[src/rtl/matrix_pkg.sv]
// matrix_pkg: constants and state encoding shared by the matrix frame sender
package matrix_pkg;
    localparam int         MAX_ELEMENT_SIZE = 8;
    localparam logic [7:0] PREAMBLE_BYTE    = 8'h55;
    localparam logic [7:0] SFD_BYTE         = 8'hD5;
    localparam int         PREAMBLE_LEN     = 7;
    localparam int         IFG_DIBITS       = 48;
    typedef enum logic [2:0] {IDLE, PREAMBLE, SFD, PAYLOAD, GAP} state_t;
endpackage

[src/rtl/byte_to_dibit.sv]
// byte_to_dibit: byte shift register emitting one dibit per clock, LSB dibit first
module byte_to_dibit (
    input  logic       i_clk,
    input  logic       i_rst_n,
    input  logic       i_load,
    input  logic [7:0] i_byte,
    output logic [1:0] o_dibit
);
    logic [7:0] r_sh;
    // zero fill drains the register to 2'b00 once a byte is spent, so idle output is clean
    always_ff @(posedge i_clk or negedge i_rst_n)
        if (!i_rst_n) r_sh <= '0;
        else          r_sh <= i_load ? i_byte : {2'b00, r_sh[7:2]};
    assign o_dibit = r_sh[1:0];
endmodule

[src/rtl/matrix_sender.sv]
// matrix_sender: frames result rows as preamble + SFD + payload dibits, then an inter-frame gap
module matrix_sender #(
    parameter int MAX_ELEMENT_SIZE = 8,
    parameter int MAX_COL_SIZE_C   = 32
) (
    input  logic                                       eth_refclk,
    input  logic                                       rst_n,
    input  logic                                       row_valid,
    input  logic [MAX_COL_SIZE_C*MAX_ELEMENT_SIZE-1:0] row_data,
    input  logic                                       row_last,
    input  logic [$clog2(MAX_COL_SIZE_C+1)-1:0]        num_cols,
    output logic                                       row_ready,
    output logic                                       axiov,
    output logic [1:0]                                 axiod,
    output logic                                       busy,
    output logic                                       frame_done,
    output logic                                       underrun
);
    import matrix_pkg::*;
    localparam int RW = MAX_COL_SIZE_C*MAX_ELEMENT_SIZE;
    localparam int NW = $clog2(MAX_COL_SIZE_C+1);
    state_t          r_state;
    logic [1:0]      r_dcnt;
    logic [NW-1:0]   r_bcnt, r_ncols, r_buf_ncols, w_cols;
    logic [5:0]      r_gcnt;
    logic [RW-1:0]   r_row, r_buf_data;
    logic            r_last, r_buf_last, r_buf_full;
    logic            r_axiov, r_frame_done, r_underrun;
    logic            w_byte_end, w_row_end, w_start, w_next_row, w_pop, w_load;
    logic [7:0]      w_byte;
    always_comb begin
        w_cols     = r_buf_ncols == '0 ? NW'(MAX_COL_SIZE_C) : r_buf_ncols;
        w_byte_end = r_dcnt == 2'd3;
        w_row_end  = r_state == PAYLOAD && w_byte_end && r_bcnt == r_ncols - NW'(1);
        w_start    = r_buf_full && (r_state == IDLE || (r_state == GAP && r_gcnt == 6'(IFG_DIBITS - 1)));
        w_next_row = w_row_end && !r_last && r_buf_full;
        w_pop      = w_start || w_next_row;
        w_load     = w_start || (w_byte_end && (r_state == PREAMBLE || r_state == SFD ||
                     (r_state == PAYLOAD && (!w_row_end || w_next_row))));
        w_byte     = (w_start || (r_state == PREAMBLE && r_bcnt != NW'(PREAMBLE_LEN - 1))) ? PREAMBLE_BYTE :
                     r_state == PREAMBLE ? SFD_BYTE :
                     w_next_row ? r_buf_data[7:0] : r_row[7:0];
    end
    always_ff @(posedge eth_refclk or negedge rst_n) begin
        if (!rst_n) begin
            r_state      <= IDLE;
            r_dcnt       <= '0;
            r_bcnt       <= '0;
            r_ncols      <= '0;
            r_gcnt       <= '0;
            r_row        <= '0;
            r_last       <= 1'b0;
            r_buf_data   <= '0;
            r_buf_last   <= 1'b0;
            r_buf_ncols  <= '0;
            r_buf_full   <= 1'b0;
            r_axiov      <= 1'b0;
            r_frame_done <= 1'b0;
            r_underrun   <= 1'b0;
        end else begin
            r_frame_done <= 1'b0;
            r_underrun   <= 1'b0;
            r_dcnt       <= w_load ? 2'd0 : r_dcnt + 2'd1;
            if (row_valid && !r_buf_full) begin
                r_buf_full  <= 1'b1;
                r_buf_data  <= row_data;
                r_buf_last  <= row_last;
                r_buf_ncols <= num_cols;
            end else if (w_pop) begin
                r_buf_full <= 1'b0;
            end
            // a frame may start from IDLE or straight from the final gap cycle
            if (w_start) begin
                r_state <= PREAMBLE;
                r_axiov <= 1'b1;
                r_bcnt  <= '0;
                r_row   <= r_buf_data;
                r_last  <= r_buf_last;
                r_ncols <= w_cols;
            end else begin
                case (r_state)
                    PREAMBLE: if (w_byte_end) begin
                        r_state <= r_bcnt == NW'(PREAMBLE_LEN - 1) ? SFD : PREAMBLE;
                        r_bcnt  <= r_bcnt + NW'(1);
                    end
                    SFD: if (w_byte_end) begin
                        r_state <= PAYLOAD;
                        r_bcnt  <= '0;
                        r_row   <= r_row >> 8;
                    end
                    PAYLOAD: if (w_next_row) begin
                        r_row  <= r_buf_data >> 8;
                        r_last <= r_buf_last;
                        r_bcnt <= '0;
                    end else if (w_row_end) begin
                        r_state      <= GAP;
                        r_axiov      <= 1'b0;
                        r_gcnt       <= '0;
                        r_frame_done <= r_last;
                        r_underrun   <= !r_last;
                    end else if (w_byte_end) begin
                        r_row  <= r_row >> 8;
                        r_bcnt <= r_bcnt + NW'(1);
                    end
                    GAP: begin
                        r_gcnt  <= r_gcnt + 6'd1;
                        r_state <= r_gcnt == 6'(IFG_DIBITS - 1) ? IDLE : GAP;
                    end
                    default: ;
                endcase
            end
        end
    end
    byte_to_dibit u_b2d (
        .i_clk   (eth_refclk),
        .i_rst_n (rst_n),
        .i_load  (w_load),
        .i_byte  (w_byte),
        .o_dibit (axiod)
    );
    assign row_ready  = !r_buf_full;
    assign axiov      = r_axiov;
    assign busy       = r_state != IDLE;
    assign frame_done = r_frame_done;
    assign underrun   = r_underrun;
endmodule

[config.mk]
export PLATFORM = sky130hd
export DESIGN_NAME = matrix_sender
export DESIGN_NICKNAME = d
export VERILOG_FILES = /design/src/rtl/matrix_pkg.sv /design/src/rtl/byte_to_dibit.sv /design/src/rtl/matrix_sender.sv
export SDC_FILE = /design/constraint.sdc
export NUM_CORES = 1
export LEC_CHECK = 0
export BUFFER_PORTS_ARGS = -buffer_cell sky130_fd_sc_hd__buf_4
export CORE_MARGIN = 2
export CORE_UTILIZATION = 64
export DETAILED_ROUTE_END_ITERATION = 10
export MAX_ROUTING_LAYER = met4
export PLACE_DENSITY = 0.85
export SLEW_MARGIN = 10
export SYNTH_ARGS = -nofsm -noshare
export SYNTH_HDL_FRONTEND = slang
export SYNTH_SLANG_ARGS = --single-unit
[constraint.sdc]
create_clock -name eth_refclk -period 7.3 [get_ports eth_refclk]
set_input_delay 1.46 -clock eth_refclk [delete_from_list [all_inputs] [get_ports eth_refclk]]
set_output_delay 1.46 -clock eth_refclk [all_outputs]
set_load 0.03 [all_outputs]
Word level (Yosys, flattened, before mapping)
Index checks and enable logic that the tools add are counted.
- bits in registers: 555
- logic and storage cells: 119
- $add $sub $neg: 4
- equality and inequality tests: 17
- mux-type cells: 45
- bitwise gates (word level): 1
- reductions and logical operators: 37
- operators by type and width (cell ; count):
    $mux 256 ; 4
    $pmux 256 s2 ; 1
    $mux 6 ; 8
    $mux 8 ; 4
    $mux 3 ; 6
    $pmux 6 s3 ; 1
    $mux 1 ; 17
    $add 6x1->6 const B ; 2
    $ne 3x3->1 const B ; 4
    $pmux 3 s4 ; 1
    $pmux 6 s2 ; 1
    $logic_and 1x1->1 ; 10
    $reduce_bool 2->1 ; 5
    $logic_or 1x1->1 ; 7
    $eq 3x2->1 const B ; 2
    $eq 6x3->1 const B ; 1
    $eq 6x6->1 ; 1
    $eq 6x6->1 const B ; 1
    $logic_not 6->1 ; 1
    $ne 2x2->1 const B ; 3
    $ne 6x3->1 const B ; 1
    $reduce_and 3->1 ; 2
    $reduce_bool 3->1 ; 2
    $sub 6x1->6 const B ; 1
    14 further kinds ; 18

Longest topological paths before layout
Gate-level depths: netlist of the first run.
- depth after elaboration: 11
- mapped depth: 10
- gate-level depth less buffers: 8

By module
A second synthesis of the first run with hierarchy kept.
- cell total of the unflattened synthesis: 2204
- area, all modules: 27568.9 um^2
- by module, submodules not included (module ; instances ; cells an instance ; area an instance (um^2) ; seq. area each (um^2)):
    matrix_sender ; 1 ; 2185 ; 27237.4 ; 13688.1
    byte_to_dibit ; 1 ; 19 ; 331.6 ; 200.2

Least setup slack after synthesis of the first run
Ideal clock, no wire load.
- path kind: in2reg
- start point: input port row_valid
- end point: register r_buf_data[196]
- library setup time: 0.125 ns
- arrival time: 2.653 ns
- data required time: 7.175 ns
- path slack: 4.522 ns
- stages: 4
- cell sequence: nor2b_1 > clkbuf_1 > clkbuf_1 > mux2_2
- word-level cells in the longest chain between the ends: 1
- RTL lines (element ; RTL line ; RTL):
    from (decl) ; matrix_sender.sv:8 ; input logic row_valid,
    $logic_and 1x1->1 ; matrix_sender.sv:64 ; if (row_valid && !r_buf_full) begin
    to (signal assigned) ; matrix_sender.sv:66 ; r_buf_data <= row_data;
    to (decl) ; matrix_sender.sv:26 ; logic [RW-1:0] r_row, r_buf_data;
Every way passes these cells.
A chain may end at the register's enable or synchronous reset.

Final worst setup path of the first run
- start point: register r_buf_full
- end point: register r_row[24]
- word-level cells in the longest chain between the ends: 4
- elaborated cells between the ends (all ways): 8
- RTL lines (element ; RTL line ; RTL):
    from (decl) ; matrix_sender.sv:27 ; logic r_last, r_buf_last, r_buf_full;
    from (signal assigned) ; matrix_sender.sv:56 ; r_buf_full <= 1'b0;
    from (signal assigned) ; matrix_sender.sv:65 ; r_buf_full <= 1'b1;
    from (signal assigned) ; matrix_sender.sv:70 ; r_buf_full <= 1'b0;
    $logic_and 1x1->1 ; matrix_sender.sv:36 ; w_next_row = w_row_end && !r_last && r_buf_full;
    $mux 256 ; matrix_sender.sv:91 ; PAYLOAD: if (w_next_row) begin
    $pmux 256 s2 ; matrix_sender.sv:81 ; case (r_state)
    $mux 256 ; matrix_sender.sv:73 ; if (w_start) begin
    to (signal assigned) ; matrix_sender.sv:77 ; r_row <= r_buf_data;
    to (signal assigned) ; matrix_sender.sv:89 ; r_row <= r_row >> 8;
    to (signal assigned) ; matrix_sender.sv:92 ; r_row <= r_buf_data >> 8;
    to (decl) ; matrix_sender.sv:26 ;
Parallel ways exist; a longest one is shown, timed or not.

==> results of run 1 <==
==> per-stage QoR <==
stage | worst slack (ns) | instances | hold WS, ns | total power [W]
5_1_grt | 3.10 | 2945 | 0.482 | 0.0148
3_3_place_gp | 3.62 | 2833 | 0.444 | 0.0105
3_5_place_dp | 3.45 | 2833 | 0.448 | 0.0109
6_report | 3.34 | 2945 | 0.469 | 0.0140
4_1_cts | 3.41 | 2937 | 0.467 | 0.0140
2_1_floorplan | 4.52 | 2179 | 0.410 | 0.00943
==> per-layer routing <==
layer | global-route usage, % | routed length (microns) | vias to the layer above | part of all wire (%)
met2 | 47.0 | 32000 | 663 | 48
met1 | 43.2 | 28700 | 10000 | 43
met4 | 10.5 | 2090 | 0 | 3.2
met5 | - | 0 | - | 0
met3 | 3.87 | 3440 | 124 | 5.2
li1 | - | - | 8559 | -
==> power groups by stage <==
stage          registers [W]  clock network, W  logic (W)
3_3_place_gp         0.00574                 0    0.00481
6_report             0.00585           0.00301    0.00513
4_1_cts              0.00580           0.00306    0.00513
3_5_place_dp         0.00582                 0    0.00508
5_1_grt              0.00599           0.00318    0.00564
2_1_floorplan        0.00529                 0    0.00414
==> layout make-up <==
cell class / instances / share of cell area, %
Sequential cell: 555 / 44.2
Multi-Input combinational cell: 1440 / 40.1
Timing Repair Buffer: 292 / 7.27
Clock buffer: 90 / 5.76
Tap cell: 539 / 2.14
Clock inverter: 14 / 0.473
Inverter: 7 / 0.0835
Antenna cell: 8 / 0.0636
==> cells in the final DEF, fill, tap and decap left out, types with 8 or more instances in the layout <==
cell type,Yosys,layout
a22oi_1,249,249
diode_2,0,8
dfrtp_1,555,555
buf_4,4,284
o21ai_0,196,196
or3_1,8,8
a21oi_1,14,14
clkbuf_8,0,22
o21ai_1,61,61
mux2i_1,252,252
clkbuf_1,138,9
clkinv_2,0,10
a22o_1,9,9
clkbuf_16,0,59
nor2_1,20,20
mux2_2,516,516
nand2_1,24,24
==> state kept, by name, summed over array words and instances, names as in the netlist <==
| name | cells |
|---|---|
| r_buf_full | 1 |
| r_state | 3 |
| r_ncols | 6 |
| r_buf_data | 256 |
| r_last | 1 |
| r_buf_ncols | 6 |
| axiov | 1 |
| underrun | 1 |
| r_dcnt | 2 |
| frame_done | 1 |
| r_buf_last | 1 |
| r_bcnt | 6 |
| u_b2d.r_sh | 8 |
| r_row | 256 |
| r_gcnt | 6 |
==> logic make-up after synthesis <==
group / after synthesis / synth area share [%]
mux: 768 / 30.6
compound gates: 559 / 13.1
flops: 555 / 51.1
buf+inv: 184 / 2.73
simple gates: 98 / 1.91
xor+xnor: 10 / 0.322
fa+ha+maj: 5 / 0.230
==> cells in the mapped netlist (all sizes together) (3+ instances only) <==
| library cell | count | area (sq um) |
|---|---|---|
| o21ai | 257 | 1290 |
| nor2b | 4 | 25.0 |
| o2bb2ai | 4 | 35.0 |
| and3 | 6 | 37.5 |
| or3 | 8 | 50.1 |
| mux2i | 252 | 2520 |
| nor2 | 20 | 75.1 |
| nand2 | 24 | 90.1 |
| clkbuf | 138 | 518 |
| nand4 | 6 | 37.5 |
| a31oi | 5 | 31.3 |
| a21oi | 14 | 70.1 |
| xnor2 | 4 | 35.0 |
| mux2 | 516 | 5810 |
| o41ai | 4 | 53.8 |
| nand3 | 8 | 40.0 |
| ha | 5 | 62.6 |
| a22o | 9 | 78.8 |
| xor2 | 6 | 52.6 |
| or4 | 3 | 22.5 |
| inv | 6 | 22.5 |
| a22oi | 249 | 1870 |
| o22a | 3 | 26.3 |
| nand2b | 3 | 18.8 |
| o31ai | 4 | 30.0 |
| nor3 | 5 | 30.0 |
| buf | 39 | 199 |
| dfrtp | 555 | 13900 |
==> how the worst max path moves through the flow <==
stage,from,endpoint,slack (ns)
after floorplan,row_valid,r_buf_data[196],4.52
after global placement,r_ncols[0],r_row[208],3.62
after detailed placement,r_buf_full,r_row[94],3.45
after CTS,r_buf_full,r_row[94],3.41
after global routing,r_buf_full,r_row[202],3.10
final,r_buf_full,r_row[24],3.34
==> flow_metrics.env, run 1 <==
export IMPL_ys_flop_type="dfrtp_1"
export IMPL_syn_area_sq_mm=0.0272
export IMPL_postRouteAntennaNets=0
export IMPL_multi_input_area_sq_mm=0.0126
export IMPL_synthArstFlopShare_pct=100
export IMPL_die_y_microns=210
export IMPL_crit_slowest_cell="nand3_4"
export IMPL_ys_warn_count=0
export IMPL_slew_violations=0
export IMPL_cts_setup_buffers=0
export IMPL_regArea_sq_mm=0.0139
export IMPL_p_per_area_mw_per_mm2=445
export IMPL_cts_buffer_depth=3
export IMPL_path_clk_slew_ns=0.06
export IMPL_r2r_end="r_row[24]"
export IMPL_yosysUniqueCellTypes=50
export IMPL_p_seq_share_pct=41.8
export IMPL_fin_area_sq_mm=0.0315
export IMPL_cts_sink_count=555
export IMPL_path_cells="clkinv_1, nor2_1, nand3b_1, nand3_4, buf_12, o21ai_0"
export IMPL_ys_seq_area_share_pct=51.1
export IMPL_dp_hpwl_microns=40300
export IMPL_path_depth=6
export IMPL_end_kind="flip-flop"
export IMPL_hold_path_depth=1
export IMPL_clk_latency_ns=0.61
export IMPL_globalplace_congestion=0.866
export IMPL_viasPerCell=6.59
export IMPL_area_delta_synth_final_pct=15.7
export IMPL_cp_max_fo=158
export IMPL_cts_buffers_inserted=57
export IMPL_ios=273
export IMPL_grt_use_total_pct=30.8
export IMPL_first_pass_iters=6
export IMPL_gr_total_overflow=0
export IMPL_switching_share_pct=36.0
export IMPL_reg2reg_depth=6
export IMPL_combPwrFrac_pct=36.6
export IMPL_min_from="u_b2d.r_sh[7]"
export IMPL_dr_total_vias=19400
export IMPL_core_sq_mm=0.0419
export IMPL_post_drt_wl_per_cell_microns=22.5
export IMPL_finalHoldViolations=0
export IMPL_placed_cell_area_sq_mm=0.0295
export IMPL_io_buffers=272
export IMPL_finalNetCount=2624
export IMPL_clkPwrFrac_pct=21.5
export IMPL_reg2reg_slack_ns=3.34
export IMPL_fin_util_pct=75.0
export IMPL_dieWidth_microns=210
export IMPL_hp_class="flip-flop to flip-flop"
export IMPL_ir_drop_mv=0.326
export IMPL_worst_r2r_startpoint="r_buf_full"
export IMPL_routed_wl_microns=66300
export IMPL_critPathTopFamily="simple AND/OR/NAND/NOR gates"
export IMPL_cts_tree="yes"
export IMPL_fin_crit_ns=3.96
export IMPL_dieArea_sq_mm=0.0442
export IMPL_grt_antenna_before_repair=8
export IMPL_start_util_pct=64.8
export IMPL_critPathBufInv=2
export IMPL_period_share_pct=54.2
export IMPL_root_buffer="clkbuf_16"
export IMPL_p_int_w=0.00895
export IMPL_cp_start_kind="flip-flop"
export IMPL_drv_cap=0
export IMPL_synthCells=2179
export IMPL_max_stage_delay_ns=0.80
export IMPL_syn_nets=2450
export IMPL_switching_power_w=0.00504
export IMPL_drive_gt1_share_pct=38.2
export IMPL_setup_viol=0
export IMPL_fillers=2670
export IMPL_grt_first_pass_wirelength_microns=107000
export IMPL_rows=75
export IMPL_cp_arrival_ns=4.47
export IMPL_finalSetupTns_ns=0
export IMPL_holdPathEnd="u_b2d.r_sh[5]"
export IMPL_synth_enable_flop_cells=0
export IMPL_drt_initial_drc_count=1908
export IMPL_slew_headroom_pct=9.00
export IMPL_syn_avg_cell_area_sq_um=12.5
export IMPL_worst_pin_slew_ns=1.36
export IMPL_cp_data_required_time_ns=7.81
export IMPL_rsz0062_at_grt="no"
export IMPL_hold_buffers=0
export IMPL_ys_seq_elements=555
export IMPL_crit_type="flip-flop to flip-flop"
export IMPL_status="completed"
export IMPL_htree_levels=2
export IMPL_fmax_ghz=0.253
export IMPL_drc=0
export IMPL_grt_max_degree=208
export IMPL_worst_clock_skew_ns=0.0205
export IMPL_p_leak_nw=15.1
export IMPL_cts_resized=0
export IMPL_grt_pass1_vias=19500
(Power assumes the default switching activity.)
==> inputs of run 2 (changes only) <==
Settings changed: CORE_UTILIZATION 64 to 54, PLACE_DENSITY 0.85 to 0.77.
Clock period 7.3 ns to 3.2 ns, I/O delays scaled along.
==> run 2 against run 1 <==
The run now ends with negative hold slack left. Worst hold slack got worse by 0.47 ns. Non-clock buffer count rose by 31. Maximum frequency rose by 29%. Via count fell by 0.69%. Sequential power rose by 130%. Cell area rose by 1.8%. First-iteration DRC count fell by 2.0%. Largest power group unchanged. Utilization fell by 11 points. Register-to-register slack got worse by 3.2 ns. Clock power rose by 120%. Total power rose by 130%. Die area rose by 18%. Critical path type unchanged.
==> flow_metrics.env, run 2 (synthesis results as in run 1) <==
export IMPL_status="complete, but fails checks"
export IMPL_violations="negative hold slack"
export IMPL_cp_data_required_time_ns=3.72
export IMPL_final_cell_mix="dfrtp_1 (555), mux2_2 (516), buf_4 (294)"
export IMPL_r2r_end="r_row[85]"
export IMPL_grt_antenna_before_repair=5
export IMPL_finalSetupTns_ns=0
export IMPL_grt_first_pass_wirelength_microns=109000
export IMPL_gr_total_overflow=0
export IMPL_cp_max_fo=96
export IMPL_reg_top3="r_buf_data (256), r_row (256), u_b2d.r_sh (8)"
export IMPL_cts_buffer_depth=3
export IMPL_slew_headroom_pct=37.8
export IMPL_worst_clock_skew_ns=0.0270
export IMPL_grt_pass1_vias=19700
export IMPL_hp_class="input pin to asynchronous set/reset pin"
export IMPL_worst_pin_slew_ns=0.933
export IMPL_drc=0
export IMPL_rsz0062_at_grt="no"
export IMPL_ir_drop_mv=0.701
export IMPL_post_drt_wl_per_cell_microns=21.6
export IMPL_drive_gt1_share_pct=38.7
export IMPL_rows=82
export IMPL_area_delta_synth_final_pct=17.7
export IMPL_globalplace_congestion=0.857
export IMPL_path_clk_slew_ns=0.06
export IMPL_cp_arrival_ns=3.57
export IMPL_core_sq_mm=0.0500
export IMPL_root_buffer="clkbuf_16"
export IMPL_cp_start_kind="flip-flop"
export IMPL_hold_buffers=0
export IMPL_htree_levels=2
export IMPL_p_leak_nw=15.3
export IMPL_routed_wl_microns=67000
export IMPL_first_pass_iters=5
export IMPL_period_share_pct=95.5
export IMPL_drt_initial_drc_count=1870
export IMPL_crit_type="flip-flop to flip-flop"
export IMPL_grt_use_total_pct=26.3
export IMPL_ios=273
export IMPL_end_kind="flip-flop"
export IMPL_dieWidth_microns=228
export IMPL_die_y_microns=228
export IMPL_cts_buffers_inserted=58
export IMPL_worst_r2r_startpoint="r_ncols[0]"
export IMPL_hold_ws_ns=-0.00557
export IMPL_viasPerCell=6.20
export IMPL_cts_setup_buffers=0
export IMPL_reg2reg_depth=7
export IMPL_reg2reg_slack_ns=0.14
export IMPL_cts_tree="yes"
export IMPL_clk_latency_ns=0.63
export IMPL_cts_sink_count=555
export IMPL_io_buffers=272
export IMPL_setup_viol=0
export IMPL_drv_cap=0
export IMPL_dr_total_vias=19300
export IMPL_fmax_ghz=0.327
export IMPL_dp_hpwl_microns=42900
export IMPL_dieArea_sq_mm=0.0522
export IMPL_start_util_pct=54.4
export IMPL_p_per_area_mw_per_mm2=998
export IMPL_finalHoldViolations=4
export IMPL_slew_violations=0
export IMPL_final_common_cell="dfrtp_1"
export IMPL_postRouteAntennaNets=0
export IMPL_cts_resized=0
export IMPL_power_total_w=0.0320
export IMPL_fin_crit_ns=3.06
export IMPL_finalNetCount=2656
export IMPL_grt_max_degree=149
==> run 2: cell types whose count changed in the layout (fill, tap and decap cells not counted), sizes merged <==
cell | previous run | this run
buf | 292 | 323
clkinv | 11 | 16
diode | 8 | 5
bufinv | 3 | 2
clkbuf | 90 | 87
inv | 7 | 6
==> run 2: critical path: stages, from the launching register on <==
cell and delay (ns):
dfrtp_1 0.41, or4_1 0.55, or3_1 0.37, a21o_1 0.28, o41ai_4 0.55, buf_12 0.38, a22oi_1 0.15, o21ai_0 0.13
==> run 2: layer usage <==
layer,vias to the layer above,part of all wire (%),global-route usage [%]
li1,8638,-,-
met4,0,3.0,9.50
met3,125,5.2,3.61
met2,614,48,40.7
met1,9884,44,35.8
met5,-,0,-
==> run 2: report_power, final <==
group / switching (W) / total (W) / internal, W
Clock: 0.00279 / 0.00661 / 0.00382
Sequential: 0.00298 / 0.0133 / 0.0103
Combinational: 0.00577 / 0.0120 / 0.00627
Total: 0.0115 / 0.0320 / 0.0204
==> run 2: stage by stage <==
step	instance area [sq um]	instances	hold slack [ns]	utilization, %	worst slack, ns
after floorplan	27200	2179	0.344	-	0.587
after global placement	30100	2997	0.446	60.3	0.292
after detailed placement	30100	2997	0.463	60.3	0.218
after CTS	32000	3101	0.00103	64.1	0.151
after global routing	32000	3106	0.0255	64.1	0.0464
final	32000	3106	-0.00557	64.1	0.143
==> run 2: final cells by class <==
class	count	area, sq um
clock buffer	87	1700
multi-input combinational	1440	12600
fill	3733	17900
tap	672	841
clock inverter	17	165
inverter	7	26.3
antenna	5	12.5
sequential	555	13900
timing repair buffer	323	2780
==> run 2: how the worst max path moves through the flow <==
stage | end | startpoint | slack, ns | cells past startpoint
final | r_row[85] | r_ncols[0] | 0.14 | 7
after global routing | r_row[198] | r_ncols[0] | 0.05 | 8
after CTS | r_row[194] | r_ncols[0] | 0.15 | 8
after detailed placement | r_row[251] | r_ncols[0] | 0.22 | 7
after global placement | r_row[40] | r_ncols[0] | 0.29 | 7
after floorplan | u_b2d.r_sh[0] | r_ncols[0] | 0.59 | 6
